**config.mk**
```make
export PLATFORM = sky130hd
export DESIGN_NAME = elevador_multi
export DESIGN_NICKNAME = d
export VERILOG_FILES = /design/src/rtl/elevador_multi.sv
export SDC_FILE = /design/constraint.sdc
export NUM_CORES = 1
export LEC_CHECK = 0
export ABC_AREA = 1
export BUFFER_PORTS_ARGS = -buffer_cell sky130_fd_sc_hd__buf_2
export CELL_PAD_IN_SITES_DETAIL_PLACEMENT = 0
export CELL_PAD_IN_SITES_GLOBAL_PLACEMENT = 2
export CORE_UTILIZATION = 35
export CTS_BUF_LIST = sky130_fd_sc_hd__clkbuf_8
export DETAILED_ROUTE_END_ITERATION = 12
export PLACE_DENSITY_LB_ADDON = 0.1
export REMOVE_ABC_BUFFERS = 1
export SETUP_SLACK_MARGIN = 0.4
export SYNTH_ARGS = -nofsm -noshare
export SYNTH_HDL_FRONTEND = slang
export SYNTH_SLANG_ARGS = --single-unit
```
**constraint.sdc**
```tcl
create_clock -name clk_2 -period 3.6 [get_ports clk_2]
set_input_delay 0.36 -clock clk_2 [delete_from_list [all_inputs] [get_ports clk_2]]
set_output_delay 0.36 -clock clk_2 [all_outputs]
set_load 0.005 [all_outputs]
```
**src/rtl/elevador_multi.sv**
```systemverilog
// -----------------------------------------------------------------------------
// elevador_multi
//
// Single-car elevator that loads passengers at floor 0, climbs and stops at
// every floor where someone on board wants to leave, then returns empty to
// floor 0 to load again. One counter per floor tracks how many passengers on
// board are bound for that floor. The door stays open for one tick per
// passenger leaving.
//
// Parameters
//   NFLOORS  number of floors (0..NFLOORS-1), >= 2
//   CAP      maximum passengers on board, >= 1
//   WAIT     ticks a partially loaded car waits at floor 0 before leaving
//   TRAVEL   ticks needed to move one floor
//
// Ports
//   clk_2     in   system clock, rising edge
//   reset     in   synchronous, active-high, overrides tick
//   tick      in   advance enable; everything holds while low
//   pessoa    in   a passenger boards at floor 0 on this tick
//   destino   in   [FW]  destination floor of that passenger
//   andar     out  [FW]  current floor
//   porta     out  door open
//   ocupacao  out  [CW]  passengers on board
//   estado    out  [2]   CARREGA=0, SOBE=1, DESEMBARQUE=2, DESCE=3
// -----------------------------------------------------------------------------
module elevador_multi #(
    parameter int NFLOORS = 4,
    parameter int CAP     = 2,
    parameter int WAIT    = 2,
    parameter int TRAVEL  = 2,
    parameter int FW      = $clog2(NFLOORS),
    parameter int CW      = $clog2(CAP + 1)
) (
    input  logic          clk_2,
    input  logic          reset,
    input  logic          tick,
    input  logic          pessoa,
    input  logic [FW-1:0] destino,
    output logic [FW-1:0] andar,
    output logic          porta,
    output logic [CW-1:0] ocupacao,
    output logic [1:0]    estado
);

    localparam int EW = $clog2(WAIT + 1);
    localparam int TW = $clog2(TRAVEL + 1);

    localparam logic [FW-1:0] TOP_FLOOR   = FW'(NFLOORS - 1);
    localparam logic [CW-1:0] CAP_C       = CW'(CAP);
    localparam logic [EW-1:0] WAIT_C      = EW'(WAIT);
    localparam logic [TW-1:0] TRAVEL_LAST = TW'(TRAVEL - 1);

    typedef enum logic [1:0] {
        CARREGA     = 2'd0,
        SOBE        = 2'd1,
        DESEMBARQUE = 2'd2,
        DESCE       = 2'd3
    } estado_t;

    estado_t       estado_q, estado_d;
    logic [FW-1:0] andar_q, andar_d;
    logic          porta_q, porta_d;
    logic [CW-1:0] ocupacao_q, ocupacao_d;
    logic [EW-1:0] espera_q, espera_d;
    logic [TW-1:0] timer_q, timer_d;
    logic [CW-1:0] cnt_q [NFLOORS];
    logic [CW-1:0] cnt_d [NFLOORS];

    logic          dest_in_range;
    logic          boarding_ok;
    logic [FW-1:0] andar_up;

    // When NFLOORS is a power of two every encodable destination is a real
    // floor, so the upper-bound check disappears at elaboration.
    if (NFLOORS == (1 << FW)) begin : g_dest_full
        assign dest_in_range = 1'b1;
    end else begin : g_dest_part
        assign dest_in_range = (destino <= TOP_FLOOR);
    end

    // Floor 0 is never a destination: nobody boards to stay where they are.
    assign boarding_ok = pessoa && (destino != '0) && dest_in_range
                         && (ocupacao_q < CAP_C);
    assign andar_up    = andar_q + 1'b1;

    // ------------------------------------------------------------------
    // Next-state and output logic
    // ------------------------------------------------------------------
    always_comb begin
        // NOTE: every variable gets a hold value first so no path through
        // the case statement can leave one unassigned and infer a latch.
        estado_d   = estado_q;
        andar_d    = andar_q;
        porta_d    = porta_q;
        ocupacao_d = ocupacao_q;
        espera_d   = espera_q;
        timer_d    = timer_q;
        cnt_d      = cnt_q;

        case (estado_q)
            CARREGA: begin
                porta_d = 1'b1;
                andar_d = '0;
                if ((ocupacao_q == CAP_C) ||
                    ((ocupacao_q != '0) && (espera_q == WAIT_C))) begin
                    // Departure edge: any boarding attempt is dropped.
                    estado_d = SOBE;
                    porta_d  = 1'b0;
                    espera_d = '0;
                    timer_d  = '0;
                end else begin
                    if (ocupacao_q != '0) begin
                        espera_d = espera_q + 1'b1;
                    end
                    if (boarding_ok) begin
                        ocupacao_d       = ocupacao_q + 1'b1;
                        cnt_d[destino]   = cnt_q[destino] + 1'b1;
                    end
                end
            end

            SOBE: begin
                porta_d = 1'b0;
                if (timer_q == TRAVEL_LAST) begin
                    timer_d = '0;
                    if (andar_q == TOP_FLOOR) begin
                        // Unreachable with consistent counters; keeps the car
                        // from ever climbing past the top floor.
                        estado_d = DESCE;
                    end else begin
                        andar_d = andar_up;
                        if (cnt_q[andar_up] != '0) begin
                            estado_d = DESEMBARQUE;
                            porta_d  = 1'b1;
                        end
                    end
                end else begin
                    timer_d = timer_q + 1'b1;
                end
            end

            DESEMBARQUE: begin
                porta_d = 1'b1;
                if (cnt_q[andar_q] != '0) begin
                    cnt_d[andar_q] = cnt_q[andar_q] - 1'b1;
                    if (ocupacao_q != '0) begin
                        ocupacao_d = ocupacao_q - 1'b1;
                    end
                end
                // Last passenger for this floor leaves on this tick.
                if (cnt_q[andar_q] <= CW'(1)) begin
                    porta_d  = 1'b0;
                    timer_d  = '0;
                    estado_d = (ocupacao_d == '0) ? DESCE : SOBE;
                end
            end

            DESCE: begin
                porta_d = 1'b0;
                if (timer_q == TRAVEL_LAST) begin
                    timer_d = '0;
                    if (andar_q <= FW'(1)) begin
                        andar_d  = '0;
                        estado_d = CARREGA;
                        porta_d  = 1'b1;
                        espera_d = '0;
                    end else begin
                        andar_d = andar_q - 1'b1;
                    end
                end else begin
                    timer_d = timer_q + 1'b1;
                end
            end

            default: estado_d = CARREGA;
        endcase
    end

    // ------------------------------------------------------------------
    // State registers
    // ------------------------------------------------------------------
    always_ff @(posedge clk_2) begin
        // NOTE: non-blocking assignments so every register samples the
        // values from before this edge, regardless of statement order.
        if (reset) begin
            estado_q   <= CARREGA;
            andar_q    <= '0;
            porta_q    <= 1'b1;
            ocupacao_q <= '0;
            espera_q   <= '0;
            timer_q    <= '0;
            // NOTE: the per-floor counters are flops, not a RAM, and must be
            // cleared here because reset discards everyone on board.
            for (int f = 0; f < NFLOORS; f++) begin
                cnt_q[f] <= '0;
            end
        end else if (tick) begin
            estado_q   <= estado_d;
            andar_q    <= andar_d;
            porta_q    <= porta_d;
            ocupacao_q <= ocupacao_d;
            espera_q   <= espera_d;
            timer_q    <= timer_d;
            cnt_q      <= cnt_d;
        end
    end

    assign andar    = andar_q;
    assign porta    = porta_q;
    assign ocupacao = ocupacao_q;
    assign estado   = estado_q;

endmodule

```
# Yosys cells after proc, flatten, opt, wreduce, memory -nomap -nowiden
# Cells that the tools add are included.
# word_totals
input_bits,6
reg_bits,19
out_inout_bits,7
word_cells,123
# classes
add_sub_neg,8
eq_ne,18
muxes,54
n_reduce_logical,22
n_lt_le_gt_ge,8
n_bitwise,3
# op_table
op,count
2-bit 2-to-1 mux,30
8-bit 2-to-1 mux,3
2-bit inequality test (second input constant),9
8-bit bitwise mux,2
8-bit one-hot mux with 2 select lines,1
5-bit AND reduction,3
2-bit binary-select mux with 2-bit select,3
2-bit one-hot mux with 3 select lines,2
2-bit nonzero test,6
2-bit by 1-bit adder with 2-bit output (second input constant),5
2-bit equality test (second input constant),5
3-bit greater-or-equal comparator (second input constant),3
2-bit NOT with 3-bit output,3
2-bit demux with 2-bit select,2
2-bit one-hot mux with 2 select lines,2
2-bit one-hot mux with 4 select lines,1
1-bit 2-to-1 mux,7
7-bit AND reduction,1
3-bit by 1-bit < comparator with 1-bit output (second input constant),2
3-bit inequality test (second input constant),2
2-bit by 1-bit subtractor with 2-bit output (second input constant),3
1-bit logical AND,5
2-bit by 1-bit equality test with 1-bit output (second input constant),2
2-bit by 1-bit less-or-equal comparator with 1-bit output (second input constant),2
other kinds (8),9

# Logic depth before layout (Yosys ltp)
# Gate-level depths: netlist of the first run.
# logic_depth
depth_word,11
ltp_mapped,13
ltp_nobuf,13

# Worst setup path before layout of the first run
# Ideal clock, no wire load.
# synth_timing
kind,flip-flop to flip-flop
from,reg andar_q[0] (netlist: andar[0])
to,reg cnt_q[1] in the netlist's numbering
path_stages_with_launch,12
arrival_ns,1.649
period_less_slack_ns,1.758
required_ns,3.491
n_path_buf,1
setup_ns,0.109
path_slack_ns,1.842
cell_sequence,dfxtp_1 > buf_2 > nand2_1 > nand3_1 > nand2_1 > ha_1 > o21ai_4 > nand3_2 > inv_1 > nand3_1 > nand2_1 > inv_1
# synth_via
elab_chain_cells,8
word_cells_on_any_way,16
classes_between,add/sub: 1; order compare: 2; eq/ne: 1; mux: 8; bitwise: 1; reduce/logical: 3
# synth_rtl
element,line_no,source
"start, declared",62,"logic [FW-1:0] andar_q, andar_d;"
"start signal, assigned",200,andar_q <= andar_d;
2-bit NOT with 3-bit output (not written as such) *,"145, 146",
"2-bit binary-select mux with 2-bit select, or another cell as far along","145, 146",
2-bit 2-to-1 mux (not written as such) or 1-bit logical AND (tied branches),"145, 146",
"2-bit 2-to-1 mux, on equally long branches","145, 146",
2-bit by 1-bit subtractor with 2-bit output or 2-bit demux with 2-bit select (tied branches),146,cnt_d[andar_q] = cnt_q[andar_q] - 1'b1;
8-bit bitwise mux,146,
8-bit 2-to-1 mux,145,if (cnt_q[andar_q] != '0) begin
8-bit one-hot mux with 2 select lines,101,case (estado_q)
"end signal, assigned",205,cnt_q <= cnt_d;
"end, declared",67,logic [CW-1:0] cnt_q [NFLOORS];
# Mark *: on every way between the ends. The rest lies on a longest branch, timed or not. The select of a mux whose other input is x is not followed.
# A chain may end at the register's enable or synchronous reset.

# Worst setup path in the final report of the first run
# layout_timing
from,reg andar_q[0] (netlist: andar[0])
to,reg timer_q[0]
# layout_via
elab_chain_cells,7
# layout_rtl
element,line_no,source
2-bit NOT with 3-bit output (not written as such),152,if (cnt_q[andar_q] <= CW'(1)) begin
2-bit binary-select mux with 2-bit select,152,
2-bit 2-to-1 mux (not written as such) (2 in series),152,
2-bit by 1-bit less-or-equal comparator with 1-bit output,152,
2-bit inequality test (no source line),-,
3-bit AND reduction (no source line),-,
"end signal, assigned",204,timer_q <= timer_d;
"end, declared",66,"logic [TW-1:0] timer_q, timer_d;"
# No other way between the ends. The select of a mux whose other input is x is not followed.

==> results_dict.tcl, run 1 <==
set metrics [dict create \
    path_class "reg2reg" \
    synth-compound-area-share_pct 13.9 \
    post-place-ws_ns 1.40 \
    tns_ns 0 \
    seqPwrFrac_pct 27.4 \
    max_slew_margin_pct 69.7 \
    synth_ff_type "dfxtp_1" \
    critical_path_arrival_ns 2.41 \
    yosysMostFrequentCell "nand2_1" \
    yosysSeqAreaShare_pct 24.1 \
    place_congestion 0.836 \
    grt_max_degree 18 \
    setup_violations 0 \
    drive_gt1_share_pct 11.5 \
    cts_buffers 3 \
    critPathSlowestCell "dfxtp_1" \
    startpoint_type "register" \
    cts-root-buf "clkbuf_8" \
    layout_min_cycle_time_ns 2.21 \
    drt_iter0_drc 86 \
    intPower_mw 0.613 \
    firstDrtPassIters 4 \
    max_stage_delay_ns 0.61 \
    reg2reg_from "andar[0]" \
    n_antenna_cell 0 \
    h-tree-depth 1 \
    holdCritPathClass "in2reg" \
    yosys.area_share.simple_pct 42.5 \
    fin_nets 295 \
    p_sw_share_pct 52.0 \
    synthArstFlopShare_pct 0 \
    p_switching_mw 0.665 \
    drc 0 \
    syn2layout_area_growth_pct 9.36 \
    wl_um 3990 \
    core_area_um2 4350 \
    setup_slack_ns 1.39 \
    rsz0062_at_grt "false" \
    avgSynthCellArea_um2 5.95 \
    synth_top_cell_by_area "dfxtp_1" \
    crit_buf_inv 2 \
    finalClockSkew_ns 0.00493 \
    dieArea_um2 4780 \
    synth_area_leaders "dfxtp_1 (24%), nand2_1 (20%), inv_1 (9.0%)" \
    placementRows 24 \
    fmax_mhz 453 \
    finalCritPeriodShare_pct 61.4 \
    critPathLaunch "andar[0]" \
    wire_per_inst_um 12.1 \
    cts.sinks 19 \
    worstSetupEndpointType "register" \
    min-delay-start "reset" \
    ctsResizeCount 0 \
    ys_top_cells_by_count "nand2_1 (83), inv_1 (38), nor2_1 (38)" \
    yosysWarnings 0 \
    place.port_buffers 12 \
    slew_violations 0 \
    synthMuxAreaShare_pct 0 \
    clk_latency_ns 0.26 \
    synth_top_family_by_area "simple AND/OR/NAND/NOR gates" \
    power.leakage_nw 0.881 \
    ys_types 30 \
    synth_top_cell_area_share_pct 24.1 \
    met3_usage_pct 2.19 \
    ant_nets 0 \
    ios 13 \
    holdBufCountCts 0 \
    dp_hpwl_um 3150 \
    vias 1554 \
    critPathTopFamily "flip-flops" \
    grt_pass1_vias 1482 \
    grt.total_usage_pct 17.8 \
    ir_worst_vdd_uv 299 \
    top_usage_layer "met1" \
    tritoncts "yes" \
    synth_xor_area_share_pct 0 \
    synth-seq-cells 19 \
    use_met2_pct 25.8 \
    synth_fa_ha_area_share_pct 7.94 \
    p_per_area_nw_per_um2 742 \
    critPathRequiredTime_ns 3.80 \
    maxCapViolations 0 \
    netlist_area_um2 1580 \
    cts.reportedPaths.clkPinSlew_ns 0.09 \
    cts_setup_buffers 0 \
    path_max_fanout 14 \
    path_cells "inv_1 > nand2_1 > nand3_1 > nand2_1 > inv_1 > ha_1 > or2_4 > o21ai_2 > o21ai_0 > a21oi_1" \
    syn_inst 265 \
    antenna_found_initial 0 \
    status "finished, final reports clean" \
    via_per_inst 4.71 \
    pwr-share-clk_pct 12.6 \
    synth-edff-count 0 \
    grt_pass1_wl_um 6980 \
    fp.dieW_um 69.1 \
    clockBufferDepth 2 \
    worstMarginPinSlew_ns 0.454 \
    ff2ff_setup_slack_ns 1.39 \
    fp.dieH_um 69.1 \
    use_met1_pct 27.7 \
    initial_core_util_pct 36.2 \
    hold_viol 0 \
    grt-ovfl-total 0 \
    power_frac_comb_pct 60.1 \
]
## power by group through the flow
stage | combinational (mW) | sequential [mW] | clock, mW
after floorplan | 0.593 | 0.339 | 0
after detailed placement | 0.770 | 0.355 | 0
after CTS | 0.774 | 0.350 | 0.165
after global placement | 0.784 | 0.357 | 0
after global routing | 0.877 | 0.362 | 0.176
final | 0.768 | 0.350 | 0.161
## sequential cells by signal, summed over array words and instances (netlist names)
name / count
espera_q: 2
porta: 1
cnt_q: 8
estado: 2
ocupacao: 2
timer_q: 2
andar: 2
## per-layer routing
layer  part of all wire (%)  wire length (um)
met5                      0                 0
met4                   0.40                16
met3                    1.7                68
met2                     41              1650
met1                     57              2260
## layout by cell type, fill, tap and decap left out, types with 3 or more instances in the layout
cell	instances
nor2_1	38
o21ai_2	3
inv_1	38
buf_2	12
dfxtp_1	19
a21oi_1	13
nor3_1	3
nand2_1	83
ha_1	10
nand3_1	21
o21ai_0	13
clkbuf_8	3
## through the flow
stage               cell area, um2  utilization (%)  instances  total power [mW]  hold WS [ns]
floorplan                     1550                -        262             0.932         0.429
global placement              1680             38.5        326              1.14         0.454
detailed placement            1680             38.5        326              1.13         0.461
CTS                           1720             39.6        330              1.29         0.300
global route                  1720             39.6        330              1.42         0.312
finish                        1720             39.6        330              1.28         0.300
## area by class of cell
| type | instances | area, um2 |
|---|---|---|
| clock buffers | 3 | 41.3 |
| clock inverters | 1 | 5.00 |
| fillers | 504 | 2630 |
| inverters | 42 | 158 |
| multi-input cells | 201 | 1010 |
| flip-flops and latches | 19 | 380 |
| well taps | 52 | 65.1 |
| repair buffers | 12 | 60.1 |
## path summary, 6_finish.rpt
check,endpoint,depth (start not counted)
setup / recovery,timer_q[0],10
hold / removal,cnt_q[0],2
setup reg to reg,timer_q[0],10
hold reg to reg,timer_q[1],2
## logic make-up (layout without fill, tap and decap cells)
group	count (synthesis)	after routing
adders and majority gates	10	10
and+or+nand+nor	156	156
DFF	19	19
AOI/OAI and AO/OA	35	35
buffers and inverters	45	58
No activity file was read; power rests on OpenSTA's default activity.
==> run 2, diff against run 1 <==
- ABC_AREA: 1 -> 0
- CORE_UTILIZATION: 35 -> 38
- clock period: 3.6 -> 2.05 ns (I/O delays scaled with it)
==> run 2 against run 1 <==
Compared with the run above:
- the run now ends with setup timing left
- die area shrank 8.2%
- global-route usage increased by 7.6 points
- sequential power rose by 21%
- power decreased by 3.3%
- wire length increased by 34%
==> results_dict.tcl, run 2 <==
set metrics [dict create \
    via_per_inst 6.21 \
    max_slew_margin_pct 57.4 \
    finalCritPeriodShare_pct 104 \
    clk_latency_ns 0.27 \
    hold_viol 0 \
    yosysMostFrequentCell "dfxtp_1" \
    netlist_area_um2 1570 \
    initial_core_util_pct 41.2 \
    synth-seq-cells 19 \
    slew_violations 0 \
    placementRows 22 \
    seqPwrFrac_pct 34.3 \
    wl_um 5350 \
    grt_pass1_vias 1695 \
    post-route-util_pct 57.9 \
    place_congestion 0.843 \
    reg2reg_from "andar[0]" \
    max_stage_delay_ns 0.54 \
    worstMarginPinSlew_ns 0.637 \
    ios 13 \
    p_per_area_nw_per_um2 562 \
    final_design_area_no_fill_um2 2200 \
    place.port_buffers 12 \
    p_switching_mw 0.479 \
    maxCapViolations 0 \
    tns_ns -0.212 \
    worstSetupEndpointType "register" \
    n_antenna_cell 0 \
    antenna_found_initial 0 \
    grt.total_usage_pct 25.5 \
    clockBufferDepth 2 \
    grt_pass1_wl_um 8260 \
    intPower_mw 0.757 \
    yosysSeqAreaShare_pct 24.3 \
    fp.dieW_um 66.2 \
    ant_nets 0 \
    critPathRequiredTime_ns 2.26 \
    cts.sinks 19 \
    placed_area_um2 1780 \
    crit_buf_inv 1 \
    status "finished with violations" \
    mostFrequentLayoutCell "buf_4" \
    holdBufCountCts 0 \
    ir_worst_vdd_uv 318 \
    cts.reportedPaths.clkPinSlew_ns 0.08 \
    setup_violations 7 \
    core_area_um2 3800 \
    wire_per_inst_um 19.5 \
    firstDrtPassIters 4 \
    rsz0062_at_grt "true" \
    power.leakage_nw 0.826 \
    synth-edff-count 0 \
    path_class "reg2reg" \
    path_max_fanout 3 \
    layout_min_cycle_time_ns 2.13 \
    grt-ovfl-total 0 \
    top_register "cnt_q" \
    ys_top_cells_by_count "dfxtp_1 (19), inv_1 (14), a21oi_1 (13)" \
    synth_area_leaders "dfxtp_1 (24%), ha_1 (8.0%), o31ai_1 (4.8%)" \
    synth_top_cell_by_area "dfxtp_1" \
    critPathLaunch "andar[0]" \
    fin_hold_ws_ns 0.281 \
    drc 0 \
    final_cell_mix "buf_4 (26), dfxtp_1 (15), inv_1 (12), buf_2 (12), a21oi_1 (11)" \
    fmax_mhz 470 \
    critPathTopFamily "simple AND/OR/NAND/NOR gates" \
    largest_reg_flops 8 \
    holdCritPathClass "in2reg" \
    startpoint_type "register" \
    tritoncts "yes" \
    path_cells "mux4_2 > inv_4 > ha_4 > nor3b_4 > nand2_1 > or4_1 > a21oi_1" \
    setup_slack_ns -0.0796 \
    drive_gt1_share_pct 45.1 \
    dieArea_um2 4380 \
    fin_nets 243 \
    synthArstFlopShare_pct 0 \
    synth_top_cell_area_share_pct 24.3 \
    avgSynthCellArea_um2 8.51 \
    pwr-share-clk_pct 22.6 \
    syn2layout_area_growth_pct 40.5 \
    grt_max_degree 16 \
    h-tree-depth 1 \
    p_sw_share_pct 38.8 \
    drt_iter0_drc 84 \
    cts-root-buf "clkbuf_8" \
    vias 1701 \
    synth_ff_type "dfxtp_1" \
    syn_inst 184 \
    min-delay-start "tick" \
    critPathSlowestCell "mux4_2" \
    violations "setup timing" \
    ys_types 50 \
    critical_path_arrival_ns 2.34 \
    fp.dieH_um 66.2 \
    yosysWarnings 0 \
    cts_buffers 3 \
    finalClockSkew_ns 0.00594 \
    dp_hpwl_um 3640 \
    power_frac_comb_pct 43.1 \
]
==> run 2: cell types whose count changed in the layout (fill, tap and decap cells not counted), moves of 5 or more <==
cell and delta:
nand3_1 -18, inv_1 -26, o31a_1 +5, o21ai_0 -9
buf_6 +10, nor4_1 +7, nand2_1 -77, buf_4 +26
nor2_1 -28, o31ai_1 +6
==> run 2: cells by family after synthesis <==
kind of cell | synth area share [%]
and+or+nand+nor | 25.4
AOI/OAI and AO/OA | 27.6
buffers and inverters | 8.15
DFF | 24.3
adders and majority gates | 7.99
muxes | 6.55
==> run 2: per-layer routing <==
metal	track usage [%]	part of all wire, %	vias up
met4	9.84	1.8	0
met1	32.2	44	851
met3	2.41	4.4	9
met5	0	0	-
li1	-	-	789
met2	44.0	50	52
==> run 2: timing repair <==
| item | CTS | global route |
|---|---|---|
| setup buffers | 4 | 9 |
| pin swaps | 24 | 22 |
| endpoints found under the setup margin | 19 | 18 |
| gates resized for setup | 41 | 26 |
==> run 2: power by group through the flow <==
stage	combinational, mW	clock [mW]	sequential, mW
global route	0.571	0.293	0.428
floorplan	0.214	0	0.443
detailed placement	0.391	0	0.431
CTS	0.447	0.283	0.424
finish	0.533	0.279	0.424
global placement	0.381	0	0.430
==> run 2: path summary, 6_finish.rpt <==
path,end,slack (ns),cells after the start
hold reg to reg,timer_q[1],0.49,1
setup / recovery,cnt_q[7],-0.08,7
setup reg to reg,cnt_q[7],-0.08,7
hold / removal,timer_q[0],0.28,3
==> run 2: layout make-up <==
cell class	instances	area (um2)
inverters	14	57.6
clock buffers	3	41.3
well taps	48	60.1
fillers	348	1600
multi-input cells	141	1280
repair buffers	48	368
flip-flops and latches	19	388
clock inverters	1	3.75
==> run 2: through the flow <==
| stage | std cells | power [mW] | worst slack (ns) |
|---|---|---|---|
| final | 274 | 1.24 | -0.0796 |
| after floorplan | 174 | 0.656 | -0.434 |
| after global placement | 257 | 0.811 | -0.146 |
| after detailed placement | 257 | 0.823 | -0.193 |
| after CTS | 265 | 1.15 | -0.0484 |
| after global routing | 274 | 1.29 | -0.111 |
==> run 2: worst reg2reg max path, stage by stage, from the launching register on <==
cell and delay [ns]:
dfxtp_4 0.37, mux4_2 0.54, inv_4 0.10, ha_4 0.20
nor3b_4 0.24, nand2_1 0.08, or4_1 0.40, a21oi_1 0.13
